--- src/rtl/pixel_stream_fetcher.sv ---
// pixel_stream_fetcher
// Walks the frame buffer in raster order, reads grayscale bytes through a
// 1-cycle-latency memory port, buffers them in a small FIFO and presents
// them as {g,g,g} pixels on a valid/ready stream with sop/eop markers.
//
// Ports:
//   clk          pixel clock
//   reset        asynchronous, active-high reset
//   enable       level; start/continue fetching frames
//   mem_address  frame-buffer read address (meaningful when mem_rd=1)
//   mem_rd       read issued this cycle
//   mem_data     byte returned the cycle after mem_rd
//   out_data     replicated-gray pixel {g,g,g}
//   out_valid    out_data/out_sop/out_eop valid
//   out_ready    sink accepts this cycle
//   out_sop      pixel at address 0
//   out_eop      pixel at the last frame address
//   frame_done   one-cycle pulse the cycle after the eop pixel transfers
module pixel_stream_fetcher #(
  parameter int H_ACTIVE   = 640,
  parameter int V_ACTIVE   = 480,
  parameter int ADDR_W     = 19,
  parameter int FIFO_DEPTH = 4
) (
  input  logic              clk,
  input  logic              reset,
  input  logic              enable,
  output logic [ADDR_W-1:0] mem_address,
  output logic              mem_rd,
  input  logic [7:0]        mem_data,
  output logic [23:0]       out_data,
  output logic              out_valid,
  input  logic              out_ready,
  output logic              out_sop,
  output logic              out_eop,
  output logic              frame_done
);

  localparam int TOTAL = H_ACTIVE * V_ACTIVE;
  localparam logic [ADDR_W-1:0] LAST_ADDR = ADDR_W'(TOTAL - 1);
  localparam int PTR_W = (FIFO_DEPTH > 1) ? $clog2(FIFO_DEPTH) : 1;
  localparam int CNT_W = PTR_W + 1;
  localparam logic [CNT_W-1:0] DEPTH_C = CNT_W'(FIFO_DEPTH);

  typedef enum logic [1:0] {
    STOPPED,
    RUNNING,
    FINISHING
  } state_t;

  state_t state, state_next;

  logic             inflight;
  logic             pend_sop;
  logic             pend_eop;
  logic [9:0]       fifo_mem [FIFO_DEPTH];
  logic [PTR_W-1:0] wr_ptr;
  logic [PTR_W-1:0] rd_ptr;
  logic [CNT_W-1:0] count;
  logic             has_credit;
  logic             fifo_wr;
  logic             fifo_rd;
  logic [9:0]       head;
  logic             at_first;
  logic             at_last;

  // A read is only allowed when the byte it returns is guaranteed a slot:
  // buffered entries plus the one still on its way must leave room.
  assign has_credit = (count + CNT_W'(inflight)) < DEPTH_C;
  assign fifo_wr    = inflight;
  assign fifo_rd    = out_valid && out_ready;
  assign head       = fifo_mem[rd_ptr];
  assign at_first   = (mem_address == '0);
  assign at_last    = (mem_address == LAST_ADDR);

  // Outputs are forced to zero while empty so reset clears them without
  // needing to reset the storage array.
  assign out_valid = (count != '0);
  assign out_data  = out_valid ? {head[7:0], head[7:0], head[7:0]} : 24'h0;
  assign out_sop   = out_valid && head[9];
  assign out_eop   = out_valid && head[8];

  // Next-state and read-issue logic. Dropping enable at address 0 means the
  // frame boundary has been reached, so no further read is issued; dropping
  // it anywhere else lets the current frame finish being fetched.
  always_comb begin
    state_next = state;
    mem_rd     = 1'b0;
    case (state)
      STOPPED: begin
        if (enable) state_next = RUNNING;
      end
      RUNNING: begin
        if (enable || !at_first) mem_rd = has_credit;
        if (!enable) begin
          if (at_first)                 state_next = STOPPED;
          else if (mem_rd && at_last)   state_next = STOPPED;
          else                          state_next = FINISHING;
        end
      end
      FINISHING: begin
        mem_rd = has_credit;
        if (enable)                     state_next = RUNNING;
        else if (mem_rd && at_last)     state_next = STOPPED;
      end
      default: state_next = STOPPED;
    endcase
  end

  // State register and raster address counter.
  always_ff @(posedge clk or posedge reset) begin
    if (reset) begin
      state       <= STOPPED;
      mem_address <= '0;
    end else begin
      state <= state_next;
      if (mem_rd) mem_address <= at_last ? '0 : mem_address + ADDR_W'(1);
    end
  end

  // The sideband flags travel one cycle behind the read so they line up with
  // the returning byte.
  always_ff @(posedge clk or posedge reset) begin
    if (reset) begin
      inflight <= 1'b0;
      pend_sop <= 1'b0;
      pend_eop <= 1'b0;
    end else begin
      inflight <= mem_rd;
      pend_sop <= at_first;
      pend_eop <= at_last;
    end
  end

  // FIFO storage; contents are don't-care until written.
  always_ff @(posedge clk) begin
    if (fifo_wr) fifo_mem[wr_ptr] <= {pend_sop, pend_eop, mem_data};
  end

  // FIFO pointers and occupancy. Simultaneous write and read leave the
  // occupancy unchanged.
  always_ff @(posedge clk or posedge reset) begin
    if (reset) begin
      wr_ptr <= '0;
      rd_ptr <= '0;
      count  <= '0;
    end else begin
      if (fifo_wr) wr_ptr <= wr_ptr + PTR_W'(1);
      if (fifo_rd) rd_ptr <= rd_ptr + PTR_W'(1);
      case ({fifo_wr, fifo_rd})
        2'b10:   count <= count + CNT_W'(1);
        2'b01:   count <= count - CNT_W'(1);
        default: count <= count;
      endcase
    end
  end

  // Frame completion pulse follows the eop transfer by one cycle.
  always_ff @(posedge clk or posedge reset) begin
    if (reset) frame_done <= 1'b0;
    else       frame_done <= fifo_rd && head[8];
  end

endmodule
--- config.mk ---
export PLATFORM = sky130hd
export DESIGN_NAME = pixel_stream_fetcher
export DESIGN_NICKNAME = d
export VERILOG_FILES = /design/src/rtl/pixel_stream_fetcher.sv
export SDC_FILE = /design/constraint.sdc
export NUM_CORES = 1
export LEC_CHECK = 0
export CORE_MARGIN = 4
export CORE_UTILIZATION = 57
export CTS_CLUSTER_DIAMETER = 30
export DETAILED_ROUTE_END_ITERATION = 8
export GPL_ROUTABILITY_DRIVEN = 0
export PLACE_DENSITY = 0.85
export SYNTH_ARGS = -nofsm -noshare
export SYNTH_HDL_FRONTEND = slang
export SYNTH_SLANG_ARGS = --single-unit
--- constraint.sdc ---
create_clock -name clk -period 6.7 [get_ports clk]
set_input_delay 2.01 -clock clk [delete_from_list [all_inputs] [get_ports clk]]
set_output_delay 2.01 -clock clk [all_outputs]
set_load 0.01 [all_outputs]
Word-level counts from Yosys, hierarchy flattened
Memory sizes are Yosys's and may differ from the RTL's.
Index checks and enable logic that the tools add are counted.
{"block": "totals", "ff_bits": 32, "ram_bits": 40, "input_bits": 12, "out_inout_bits": 48, "word_cells": 53, "n_memories": 1}
{"memory": "fifo_mem", "depth": 4, "width": 10, "rd": 1, "rd_clocked_by_memory_dff": 0, "write_ports": 1, "line": "56", "source": "logic [9:0] fifo_mem [FIFO_DEPTH];"}
{"block": "classes", "n_addsub": 6, "order_cmp": 1, "n_eq_ne": 8, "mux": 15, "reduce_logical": 13}
{"cell": "24-bit 2-to-1 mux", "n": 1}
{"cell": "19-bit by 1-bit adder with 19-bit output, second input constant", "n": 1}
{"cell": "19-bit equality test, second input constant", "n": 1}
{"cell": "19-bit logical NOT", "n": 1}
{"cell": "19-bit 2-to-1 mux", "n": 1}
{"cell": "2-bit 2-to-1 mux", "n": 6}
{"cell": "1-bit logical AND", "n": 6}
{"cell": "2-bit case mux with 3 select lines", "n": 1}
{"cell": "3-bit case mux with 2 select lines", "n": 1}
{"cell": "2-bit by 1-bit adder with 2-bit output, second input constant", "n": 2}
{"cell": "2-bit by 1-bit equality test with 1-bit output, second input constant", "n": 2}
{"cell": "2-bit equality test, second input constant", "n": 2}
{"cell": "1-bit 2-to-1 mux", "n": 4}
{"cell": "2-bit inequality test, second input constant", "n": 2}
{"cell": "3-bit by 1-bit adder with 3-bit output", "n": 1}
{"cell": "3-bit by 1-bit adder with 3-bit output, second input constant", "n": 1}
{"cell": "3-bit < comparator, second input constant", "n": 1}
{"cell": "3-bit inequality test, second input constant", "n": 1}
{"cell": "3-bit AND reduction", "n": 1}
{"cell": "3-bit nonzero test", "n": 1}
{"cell": "3-bit by 1-bit subtractor with 3-bit output, second input constant", "n": 1}
{"cell": "2-bit logical NOT", "n": 1}
{"cell": "1-bit case mux with 2 select lines", "n": 1}
{"cell": "2-bit nonzero test", "n": 1}
{"cell": "2 further kinds", "n": 2}

Logic depth before layout (Yosys ltp)
{"block": "logic_depth", "depth_word": 10, "depth_mapped": 8, "ltp_nobuf": 8}

Least setup slack after synthesis
No wires, ideal clock.
{"block": "synth_timing", "path_type": "input to output", "startpoint": "input enable", "endpoint": "output mem_rd", "arrival_time_ps": 2629, "required_time_ps": 4690, "setup_slack_ps": 2061, "cell_stages": 4, "n_path_buf": 1, "cell_sequence": "nor4_4 buf_4 or2_2 inv_2"}
{"block": "synth_via", "elab_chain_len": 4}
{"item": "start: declaration", "line": "27", "source": "input logic enable,"}
{"item": "1-bit logical OR", "line": "94", "source": "if (enable || !at_first) mem_rd = has_credit;"}
{"item": "1-bit 2-to-1 mux", "line": "94"}
{"item": "1-bit 2-to-1 mux", "line": "89", "source": "case (state)"}
{"item": "1-bit case mux with 2 select lines", "line": "89"}
{"item": "end: declaration", "line": "29", "source": "output logic mem_rd,"}
No other way between the ends. The select of a mux whose other input is x is not followed.

Final worst setup path
Ends and elaborated chain as after synthesis.

==> impl_results.md <==
* Max VDD drop at 0.2649 mV
* Largest net degree at the start of global routing at 33
* Site Rows at 28
* Drt first pass iters at 4
* Final worst-path cycle share at 84.90%
* Finished Cell Area at 4283 µm²
* Worst Hold Class: flop to flop
* Main synth FF type: edfxtp_1
* Max-slew violations at 0
* Routed WL per cell at 17.58 µm
* Post-synth EDFFs at 40
* Critical path data required time at 4690 ps
* WL final at 6892 µm
* Leak at 1.695 nW
* Clk sinks at 72
* Yosys cell types at 46
* Post-route minimum period at 5688 ps
* Sequential fraction of the synthesis area at 57.35%
* Die area at 7440 µm²
* Setup slack after layout at 1012 ps
* Post-layout util at 72.34%
* CTS resizes at 0
* H-tree levels at 3
* Initial antenna violation count at 0
* Post-synthesis adder-cell area fraction at 4.516%
* Die height at 86.26 µm
* Ant diodes at 0
* Relative slew slack at 53.51%
* Area Growth Syn to Fin at 22.69%
* Arr. time, crit path at 3680 ps
* Status: finished, final reports clean
* Grt total ovfl at 0
* Port Buffers at 59
* Worst-Skew Late Latency at 350 ps
* Unrepaired setup endpoints after global routing: false
* Via density at 5.763
* Fillers at 405
* Asr flop ratio synth at 44.44%
* Synth Area per Inst at 13.27 µm²
* PwrDens at 395.3 nW/µm²
* Drc violations at 0
* Worst setup EP type: output pin
* Crit-path slowest cell: clkdlybuf4s50_1
* Final setup violation count at 0
* Via count at 2259
* Core Area at 5921 µm²
* Commonest non-fill, non-tap cell in the layout: clkdlybuf4s50_1
* Hold buffer count at cts at 0
* Compound-Gate Fraction of Synth Area at 6.344%
* Max Buffers Root-to-Sink at 2
* Slew @ Worst Pin at 691.0 ps
* IO Count at 60
* Root Driver: clkbuf_8
* Nets at 336
* Chip width at 86.26 µm
* First-pass GRT wire length at 11530 µm
* Critical path cell sequence: clkdlybuf4s50_1, nor4_4, or2_2, inv_2, clkdlybuf4s50_1
* Layout cells sized above 1 at 12.30%
* Placement Setup Slack at 1031 ps
* Mapped cell area at 3491 µm²
* Final setup TNS at 0 ps
* Mapped Nets at 287
* FMAX at 0.1758 GHz
* Critical path's most frequent cell: clkdlybuf4s50_1
* R2r setup slk at 4350 ps
* Final hold slack at 504.8 ps
* Initial drt markers at 78
* Initial Utilization at 58.96%
* CTS Buf Count at 9
* CP startpoint kind: input port
* Total GRT Usage at 20.47%
* Post-CTS Repair Setup Buffers at 0
* Clk slew on worst S/H paths at 90 ps
* Worst path max stage delay at 640 ps
* Combinational family with the most area after synthesis: simple AND/OR/NAND/NOR gates
* Max Cap Viol at 0
* Yosys warns at 0
* Final Hold Viols at 0
* Cell count after synthesis at 263
* CTS tree: done
* Multiplexer share of the synthesized area at 7.670%
* WS Path Type: input port to output pin
* DP HPWL at 4848 µm
* #FFs+latches synth at 72
* Via count of the first global-routing pass at 2300
* Final ANT Viol Nets at 0
* Simple logic cell fraction of the synthesized area at 14.48%
* Placed cell area at 4040 µm²
* Post-synthesis xor/xnor area fraction at 3.513%
* Crit-path max FO at 6
* Worst Clk Skew at 13.81 ps
* Leading cell types in the layout, fill and taps excluded: clkdlybuf4s50_1, edfxtp_1, dfrtp_1
## worst max-delay path, delay by kind of cell
| kind | cells | cell delay, ps |
|---|---|---|
| buf+inv | 3 | 1250 |
| simple gates | 2 | 410 |
## synthesized netlist by cell type, types with 2 or more instances
cell type	count	area [µm²]
nor4_4	2	42.54
and3_1	2	12.51
o21ai_0	5	25.02
a22o_1	8	70.07
nor2_1	16	60.06
and2_1	16	100.1
nor3b_1	2	15.01
edfxtp_1	40	1201
dfrtp_1	32	800.8
nor4_1	5	31.28
buf_2	3	15.01
xnor2_1	2	17.52
inv_1	14	52.55
xor2_1	12	105.1
mux4_2	10	225.2
nand3_1	10	50.05
mux2i_1	2	20.02
or2_2	2	12.51
ha_1	11	137.6
nand2_1	13	48.80
buf_4	17	127.6
nor3_1	3	15.01
clkbuf_1	4	15.01
nand4_1	3	18.77
a211o_1	8	70.07
## logic make-up after synthesis
| logic type | after synthesis |
|---|---|
| AO/OA/AOI/OAI | 28 |
| buffers and inverters | 39 |
| XOR/XNOR | 14 |
| flip-flops | 72 |
| adder cells (fa/ha/maj) | 12 |
| multiplexers | 14 |
| AND/OR/NAND/NOR | 84 |
## final timing paths
kind	to	depth (start not counted)	startpoint
max	mem_rd	5	enable
min	fifo_mem[1][8]$_DFFE_PP_	0	pend_eop$_DFF_PP0_
max reg2reg	mem_address[0]$_DFFE_PP0P_	7	mem_address[1]$_DFFE_PP0P_
min reg2reg	fifo_mem[1][8]$_DFFE_PP_	0	pend_eop$_DFF_PP0_
max in group asynchronous	mem_address[6]$_DFFE_PP0P_	3	reset
min in group asynchronous	count[0]$_DFFE_PP0P_	3	reset
## metrics by stage
step                      power (mW)  std cells
after floorplan                1.049        263
after global placement         1.264        376
after detailed placement       1.294        376
after CTS                      1.708        392
after global routing           1.789        392
final                          1.693        392
## state kept, by name, indices dropped and copies added (netlist names)
name	flops
frame_done	1
mem_address	19
pend_eop	1
state	2
wr_ptr	2
pend_sop	1
fifo_wr	1
fifo_mem	40
rd_ptr	2
count	3
## where the power goes
| group | switching (mW) | internal [mW] |
|---|---|---|
| Combinational | 0.283 | 0.374 |
| Clock | 0.166 | 0.250 |
| Sequential | 0.0859 | 0.534 |
| Total | 0.535 | 1.16 |
## final cells by class
class                      count  area (µm²)  share of cell area, %
sequential                    72        2002                  46.74
multi-input combinational    152        1275                  29.77
timing repair buffer          62       613.1                  14.31
clock buffer                  10       127.6                  2.980
clock inverter                 6       115.1                  2.688
tap                           75       93.84                  2.191
inverter                      15       56.30                  1.315
## routing by layer
layer  global-route usage, %  vias up  share of wire (%)
li1                        -     1046                  -
met2                   33.92       75                 51
met1                   26.93     1129                 42
met5                       0        -                  0
met3                   3.517        9                5.4
met4                   8.499        0                1.9
(Power assumes the default switching activity.)
